### config.mk
export PLATFORM = sky130hd
export DESIGN_NAME = timer_ctrl
export DESIGN_NICKNAME = d
export VERILOG_FILES = /design/src/rtl/timer_ctrl_pkg.sv /design/src/rtl/timer_ctrl_prescaler.sv /design/src/rtl/timer_ctrl.sv
export SDC_FILE = /design/constraint.sdc
export NUM_CORES = 1
export LEC_CHECK = 0
export CAP_MARGIN = 0
export CORE_MARGIN = 3
export CORE_UTILIZATION = 30
export DETAILED_ROUTE_END_ITERATION = 12
export GPL_ROUTABILITY_DRIVEN = 0
export GPL_TIMING_DRIVEN = 0
export SLEW_MARGIN = 10
export SYNTH_ARGS = -nofsm -noshare
export SYNTH_HDL_FRONTEND = slang
export SYNTH_SLANG_ARGS = --single-unit
### constraint.sdc
create_clock -name clk -period 3.6 [get_ports clk]
set_input_delay 0.72 -clock clk [delete_from_list [all_inputs] [get_ports clk]]
set_output_delay 0.72 -clock clk [all_outputs]
set_load 0.01 [all_outputs]
### src/rtl/timer_ctrl_pkg.sv
// -----------------------------------------------------------------------------
// timer_ctrl_pkg
// Shared definitions for the timer controller and its prescaler:
//   - state_e       : controller state encoding (IDLE / RUN / PAUSE, 2 bits)
//   - MODE_*        : run-mode constants sampled on start
//   - in_run_phase  : true for any state that belongs to an active run
// -----------------------------------------------------------------------------
package timer_ctrl_pkg;

  typedef enum logic [1:0] {
    ST_IDLE  = 2'd0,
    ST_RUN   = 2'd1,
    ST_PAUSE = 2'd2
  } state_e;

  localparam logic MODE_ONESHOT  = 1'b0;
  localparam logic MODE_PERIODIC = 1'b1;

  // RUN and PAUSE both count as "busy"; only IDLE is outside a run.
  function automatic logic in_run_phase(input state_e s);
    return (s == ST_RUN) || (s == ST_PAUSE);
  endfunction

endpackage

### src/rtl/timer_ctrl_prescaler.sv
// -----------------------------------------------------------------------------
// timer_ctrl_prescaler
// Divides the system clock: while enabled, an internal counter runs
// 0,1,...,limit and wraps. tick is high in the cycle where the counter sits
// at limit and the counter is enabled, so one tick is produced every limit+1
// enabled clocks.
// Ports:
//   clk    in   system clock
//   rst    in   synchronous active-high reset (counter to 0)
//   clr    in   force counter to 0 on the next edge (beats en)
//   en     in   advance the counter on this edge; when low the count is frozen
//   limit  in   terminal prescale value
//   tick   out  combinational: en && count == limit
// -----------------------------------------------------------------------------
module timer_ctrl_prescaler #(
  parameter int PRE_WIDTH = 16
) (
  input  logic                 clk,
  input  logic                 rst,
  input  logic                 clr,
  input  logic                 en,
  input  logic [PRE_WIDTH-1:0] limit,
  output logic                 tick
);

  logic [PRE_WIDTH-1:0] pre_cnt_q;
  logic [PRE_WIDTH-1:0] pre_cnt_d;
  logic                 tick_d;

  always_comb begin
    tick_d    = en && (pre_cnt_q == limit);
    pre_cnt_d = pre_cnt_q;
    if (clr) begin
      pre_cnt_d = '0;
    end else if (en) begin
      pre_cnt_d = tick_d ? '0 : pre_cnt_q + PRE_WIDTH'(1);
    end
  end

  always_ff @(posedge clk) begin
    if (rst) begin
      pre_cnt_q <= '0;
    end else begin
      pre_cnt_q <= pre_cnt_d;
    end
  end

  assign tick = tick_d;

endmodule

### src/rtl/timer_ctrl.sv
// -----------------------------------------------------------------------------
// timer_ctrl
// Run controller for a WIDTH-bit tick counter. A start in IDLE snapshots the
// mode / prescale / compare inputs into shadow registers and begins a run.
// The main count advances once per prescale+1 clocks; reaching compare gives
// a terminal tick (match pulse), after which the count wraps (periodic) or
// the run ends with a done pulse (one-shot). pause freezes the run, stop
// aborts it.
// Ports:
//   clk       in   system clock, rising edge
//   rst       in   synchronous active-high reset
//   start     in   pulse, begins a run (IDLE only)
//   stop      in   pulse, aborts a run / blocks a simultaneous start
//   pause     in   level, freezes counting while high during a run
//   mode      in   0 one-shot, 1 periodic (sampled on start)
//   prescale  in   main count advances every prescale+1 clocks (sampled on start)
//   compare   in   terminal count (sampled on start)
//   cnt       out  current main count
//   busy      out  state is RUN or PAUSE
//   paused    out  state is PAUSE
//   match     out  one-cycle pulse per terminal tick
//   done      out  one-cycle pulse when a one-shot run completes
// -----------------------------------------------------------------------------
module timer_ctrl
  import timer_ctrl_pkg::*;
#(
  parameter int WIDTH     = 16,
  parameter int PRE_WIDTH = 16
) (
  input  logic                 clk,
  input  logic                 rst,
  input  logic                 start,
  input  logic                 stop,
  input  logic                 pause,
  input  logic                 mode,
  input  logic [PRE_WIDTH-1:0] prescale,
  input  logic [WIDTH-1:0]     compare,
  output logic [WIDTH-1:0]     cnt,
  output logic                 busy,
  output logic                 paused,
  output logic                 match,
  output logic                 done
);

  state_e               state_q, state_d;
  logic                 mode_q, mode_d;
  logic [PRE_WIDTH-1:0] prescale_q, prescale_d;
  logic [WIDTH-1:0]     compare_q, compare_d;
  logic [WIDTH-1:0]     cnt_q, cnt_d;
  logic                 busy_q, busy_d;
  logic                 paused_q, paused_d;
  logic                 match_q, match_d;
  logic                 done_q, done_d;

  logic launch;    // accepted start from IDLE
  logic abort;     // stop during a run
  logic active;    // counters advance on this edge
  logic tick;      // prescaler wrap on this edge
  logic terminal;  // tick that lands on compare_q

  // Counting happens on any run-phase edge that is neither stopped nor
  // paused. This includes the PAUSE->RUN release edge, so a pause held for
  // N clocks delays the run by exactly N clocks.
  always_comb begin
    launch   = (state_q == ST_IDLE) && start && !stop;
    abort    = in_run_phase(state_q) && stop;
    active   = in_run_phase(state_q) && !stop && !pause;
    terminal = tick && (cnt_q == compare_q);
  end

  timer_ctrl_prescaler #(
    .PRE_WIDTH (PRE_WIDTH)
  ) u_prescaler (
    .clk   (clk),
    .rst   (rst),
    .clr   (launch || abort),
    .en    (active),
    .limit (prescale_q),
    .tick  (tick)
  );

  // State register
  always_ff @(posedge clk) begin
    if (rst) begin
      state_q <= ST_IDLE;
    end else begin
      state_q <= state_d;
    end
  end

  // Next-state logic: stop > pause > tick
  always_comb begin
    state_d = state_q;
    unique case (state_q)
      ST_IDLE: begin
        if (launch) begin
          state_d = ST_RUN;
        end
      end
      ST_RUN, ST_PAUSE: begin
        if (stop) begin
          state_d = ST_IDLE;
        end else if (pause) begin
          state_d = ST_PAUSE;
        end else if (terminal && (mode_q == MODE_ONESHOT)) begin
          state_d = ST_IDLE;
        end else begin
          state_d = ST_RUN;
        end
      end
      default: state_d = ST_IDLE;
    endcase
  end

  // Shadow configuration and main count
  always_comb begin
    mode_d     = mode_q;
    prescale_d = prescale_q;
    compare_d  = compare_q;
    cnt_d      = cnt_q;
    if (launch) begin
      mode_d     = mode;
      prescale_d = prescale;
      compare_d  = compare;
      cnt_d      = '0;
    end else if (abort) begin
      cnt_d = '0;
    end else if (tick) begin
      if (terminal) begin
        // One-shot parks on the terminal value; periodic wraps.
        cnt_d = (mode_q == MODE_PERIODIC) ? '0 : cnt_q;
      end else begin
        cnt_d = cnt_q + WIDTH'(1);
      end
    end
  end

  // Registered outputs, decoded from the next state so they line up with it
  always_comb begin
    busy_d   = in_run_phase(state_d);
    paused_d = (state_d == ST_PAUSE);
    match_d  = terminal;
    done_d   = terminal && (mode_q == MODE_ONESHOT);
  end

  always_ff @(posedge clk) begin
    if (rst) begin
      mode_q     <= MODE_ONESHOT;
      prescale_q <= '0;
      compare_q  <= '0;
      cnt_q      <= '0;
      busy_q     <= 1'b0;
      paused_q   <= 1'b0;
      match_q    <= 1'b0;
      done_q     <= 1'b0;
    end else begin
      mode_q     <= mode_d;
      prescale_q <= prescale_d;
      compare_q  <= compare_d;
      cnt_q      <= cnt_d;
      busy_q     <= busy_d;
      paused_q   <= paused_d;
      match_q    <= match_d;
      done_q     <= done_d;
    end
  end

  assign cnt    = cnt_q;
  assign busy   = busy_q;
  assign paused = paused_q;
  assign match  = match_q;
  assign done   = done_q;

endmodule

* Word-level counts from Yosys, hierarchy flattened *
Cells that the tools add are included.

operators by class
  add/sub/neg operators = 2
  eq/ne operators = 7
  multiplexer cells = 8
  bitwise operators = 1
  reductions and logical operators = 18

operators by type and width
  cell                                                 number
  two-way mux 16 bit                                   3
  adder 16 x 1 -> 16 bit, second input constant        2
  equality test 16 bit                                 2
  logical AND 1 bit                                    8
  two-way mux 2 bit                                    3
  equality test 2 x 1 -> 1 bit, second input constant  2
  equality test 2 bit, second input constant           2
  one-hot mux 2 bit (2 select lines)                   1
  OR reduction 2 bit                                   2
  logical OR 1 bit                                     3
  OR reduction 3 bit                                   1
  logical NOT 1 bit                                    2
  logical NOT 2 bit                                    1
  inequality test 2 bit, second input constant         1
  AND reduction 2 bit                                  1
  two-way mux 1 bit                                    1
  inverter 1 bit                                       1

word-level totals
  register bits after elaboration = 71
  input port bits = 38
  output and inout port bits = 20
  word-level logic and storage cells = 46

* Longest topological paths before layout *
  depth after elaboration = 13
  gate-level depth with buffers = 9
  gate-level depth less buffers = 9

* Hierarchy *
From an unflattened synthesis, not the netlist that was laid out.

second synthesis, totals
  cells, all modules = 419
  area, all modules = 3442.1 um2

modules (own cells, without submodules)
  module                times used  cells an instance  area an instance (um2)  seq. area each (um2)
  timer_ctrl            1           306                2413.6                  1101.1
  timer_ctrl_prescaler  1           113                1028.5                  320.3

* Worst setup path before layout *
Ideal clock, no wire load.

  kind = input to register
  start point = input port pause
  end point = register cnt_q[7] (netlist: cnt[7])
  setup time = 66 ps
  data arrival time = 2103 ps
  data required time = 3534 ps
  setup slack = 1431 ps
  stages = 7
  path buffers = 1
  cell sequence = nor3b_2 nand4_2 nor3_2 o211ai_2 buf_2 or3_1 a21oi_2

between the ends
  cells in the longest elaborated chain, start to end = 6
  elaborated cells on any way between the ends = 7
  those cells by class = 1 x eq/ne; 1 x mux; 5 x reduce/logical

RTL lines
  what                                    RTL line                    RTL
  start, declared                         timer_ctrl.sv:34            input logic pause,
  logical NOT 1 bit *                     timer_ctrl.sv:67            active = in_run_phase(state_q) && !stop && !pause;
  logical AND 1 bit *                     timer_ctrl.sv:67
  logical AND 1 bit *                     timer_ctrl_prescaler.sv:31  tick_d = en && (pre_cnt_q == limit);
  logical AND 1 bit                       timer_ctrl.sv:68            terminal = tick && (cnt_q == compare_q);
  inequality test 2 bit (no source line)  --
  AND reduction 2 bit (no source line)    --
  end signal, assigned                    timer_ctrl.sv:160           cnt_q <= cnt_d;
  end, declared                           timer_ctrl.sv:49            logic [WIDTH-1:0] cnt_q, cnt_d;

Every way passes the cells marked *; elsewhere a longest branch is shown, timed or not.
A chain may end at the register's enable or synchronous reset.

* Worst setup path in the final report *
  start point = input port stop
  end point = register cnt_q[15] (netlist: cnt[15])

between the ends
  cells in the longest elaborated chain, start to end = 7
  elaborated cells on any way between the ends = 11
  those cells by class = 1 x eq/ne; 1 x mux; 9 x reduce/logical

RTL lines
  what                                    RTL line                            RTL
  start, declared                         timer_ctrl.sv:33                    input logic stop,
  logical NOT 1 bit                       timer_ctrl.sv:65, timer_ctrl.sv:67
  logical AND 1 bit (2 in series)         timer_ctrl.sv:67
  logical AND 1 bit                       timer_ctrl_prescaler.sv:31
  logical AND 1 bit                       timer_ctrl.sv:68
  inequality test 2 bit (no source line)  --
  AND reduction 2 bit (no source line)    --

Several ways; a longest one is shown, not always the timed one.

==> run metrics <==
row count=37; Remaining DRCs=0; Syn Area/Cell=8.265 um^2; PwrDens=around 400 mW/mm^2; Hold Startpoint=compare_q[8]; Crit path top cell by count=nor2_1; Final Hold Viols=0; Detailed Route Iter0 Violations=around 120; FF-to-FF path depth=9; setup TNS=0 ns; final setup skew=a little under 0.009 ns; Peak VDD IR=0.0001865 V; Final ANT Viol Nets=0; actual slew at the worst max-slew pin=0.5726 ns; Crit. End Element=flip-flop; RSZ-0062 raised after global routing=no; clock transition at the registers of the reported paths=approximately 0.080 ns; layout cells sized above 1=a little under 8%; worst hold path class=flip-flop to flip-flop; worst r2r src=state_q[1]; hold_buf cts=0; die width=between 100 and 150 um; Synth Register Bits=a little over 70; most frequent cells in the layout=nand2_1, dfxtp_1, clkdlybuf4s50_1; DR vias/cell=around 4.8; Critical Path RT=3.84 ns; critical path launch point=stop; Pleak=between 1.5 and 2 nW; max frequency=between 300 and 400 MHz; Syn. warnings=0; status=finished clean; CP max FO=10; Max-Slew Margin vs Limit=between 60% and 70%; GRT Overall Usage=between 10 and 15%; Slowest cell on crit path=clkdlybuf4s50_1; post-CTS resize count=0; Finish-stage setup viols=0; Setup CP Type=input port to flip-flop; final core occ=about two fifths; crit path DAT=between 3 and 4 ns; syn_nets=between 400 and 500; DR WL/cell=around 14 um; Final Cycle Share=about three quarters; Starting Density=approximately a third; Worst path max stage delay=about 0.47 ns; largest net degree at the start of global routing=13; vias in the first global route=approximately 3k; Tmin final=between 2 and 3 ns; commonest non-fill, non-tap cell in the layout=nand2_1; vias=just under 3k; Final #Nets=between 500 and 600; Gate Count Post-Synth=403; final wirelength=roughly 8.5 mm; first-pass GRT wire length=~14 mm; CTS H-Tree Depth=3; gr ovfl total=0; Boundary Pins=58; dpl cell area=between 0.004 and 0.005 mm^2; P&R area growth vs syn=28.17%; die area=between 0.01 and 0.015 mm^2; hold depth=2; clk root buf=clkbuf_8; clock sink count=between 70 and 80; Startpoint Class=input port; HPWL after detailed placement=around 6.6 mm; design area=0.004269 mm^2; worst-case clock buffer depth=2; Netlist cell types=between 40 and 50; setup bufs post-CTS=0; core area=0.01056 mm^2; Mapped Area=~0.0033 mm^2; pins over their slew limit=0; overall power=1.666 mW; Inserted Clock Buffers=9; sequential share of the synthesized area=42.67%; Cell Chain, Critical Path=clkdlybuf4s50_1 > nor3b_2 > nand4_2 > nor2_1 > nand2_1 > o31ai_2 > buf_4 > nor2_1; CTS tree=done; max cap viols=0; Worst-Skew Late Latency=0.35 ns; I/O Buffers=57; # diodes=0; die height=111.4 um; DR pass1 iterations=4; initial antenna violation count=0
critical path, delay by kind of cell:
kind,cells,cell delay [ns]
buffers and inverters,2,0.74
AND/OR/NAND/NOR,5,1.11
AO/OA/AOI/OAI,1,0.43
registers in the layout (all words and copies together) (netlist names):
register,flops
cnt,16
compare_q,16
prescale_q,16
u_prescaler.pre_cnt_q,16
state_q,2
busy,1
done,1
match,1
mode_q,1
paused,1
worst paths after layout:
check,end,slack [ns]
hold / removal,compare_q[8],0.47
setup / recovery,cnt[15],0.83
setup reg to reg,cnt[15],0.93
hold reg to reg,compare_q[8],0.47
where the power goes:
group	total (mW)	switching (mW)	internal [mW]
registers	0.827	0.0175	0.809
clock network	0.633	0.298	0.335
logic	0.206	0.114	0.0923
stage by stage:
step	hold WS [ns]	instances	setup slack, ns
after floorplan	0.4478	403	1.431
after global placement	0.4575	596	0.5042
after detailed placement	0.4599	596	0.4734
after CTS	0.4697	612	0.8403
after global routing	0.4896	612	0.6547
final	0.4686	612	0.8350
logic make-up (layout without fill, tap and decap cells):
family / count (synthesis) / after routing / synth area share, %
AO/OA/AOI/OAI: 71 / 71 / 12.32
flip-flops: 71 / 71 / 42.67
adder cells (fa/ha/maj): 5 / 5 / 1.878
buffers and inverters: 26 / 99 / 3.381
XOR/XNOR: 50 / 50 / 13.37
AND/OR/NAND/NOR: 180 / 180 / 26.37
synthesized netlist by cell type (all sizes together):
library cell  count  area, um^2
a21oi            50       257.8
and2              3       18.77
and3              3       18.77
and4              3       26.28
buf               6       37.53
clkbuf           14       52.55
dfxtp            71        1421
ha                5       62.56
inv               6       22.52
nand2            90       337.8
nand2b            2       12.51
nand3            10       55.05
nand3b            2       15.01
nand4            11       81.32
nor2             31       116.4
nor2b             2       12.51
nor3              6       46.30
nor3b             1       12.51
nor4              6       58.80
o2111ai           3       32.53
o211ai            3       27.52
o21a              1       7.510
o21ai            11       55.05
o21ba             1       10.01
o31ai             2       20.02
or2               1       6.260
or3               7       43.79
or3b              1       8.760
or4               1       7.510
xnor2            21       191.4
xor2             29       254.0
metal layers:
layer  share of wire, %  up-vias  GRT usage [%]  routed length (um)
met5                  0        -              0                   0
met4                1.7        0          6.083                 143
met3                3.0       11          2.772                 255
met2                 48       47          23.04                4050
met1                 48     1359          18.93                4039
li1                   -     1494              -                   -
area by class of cell:
cell class / instances / area, um^2
tap: 136 / 170.2
fill: 1097 / 6286
clock inverter: 6 / 60.06
inverter: 6 / 22.52
buffer: 20 / 90.09
sequential: 71 / 1421
clock buffer: 10 / 137.6
timing repair buffer: 57 / 570.5
multi-input combinational: 306 / 1797
Power figures use the tool's default switching activity.
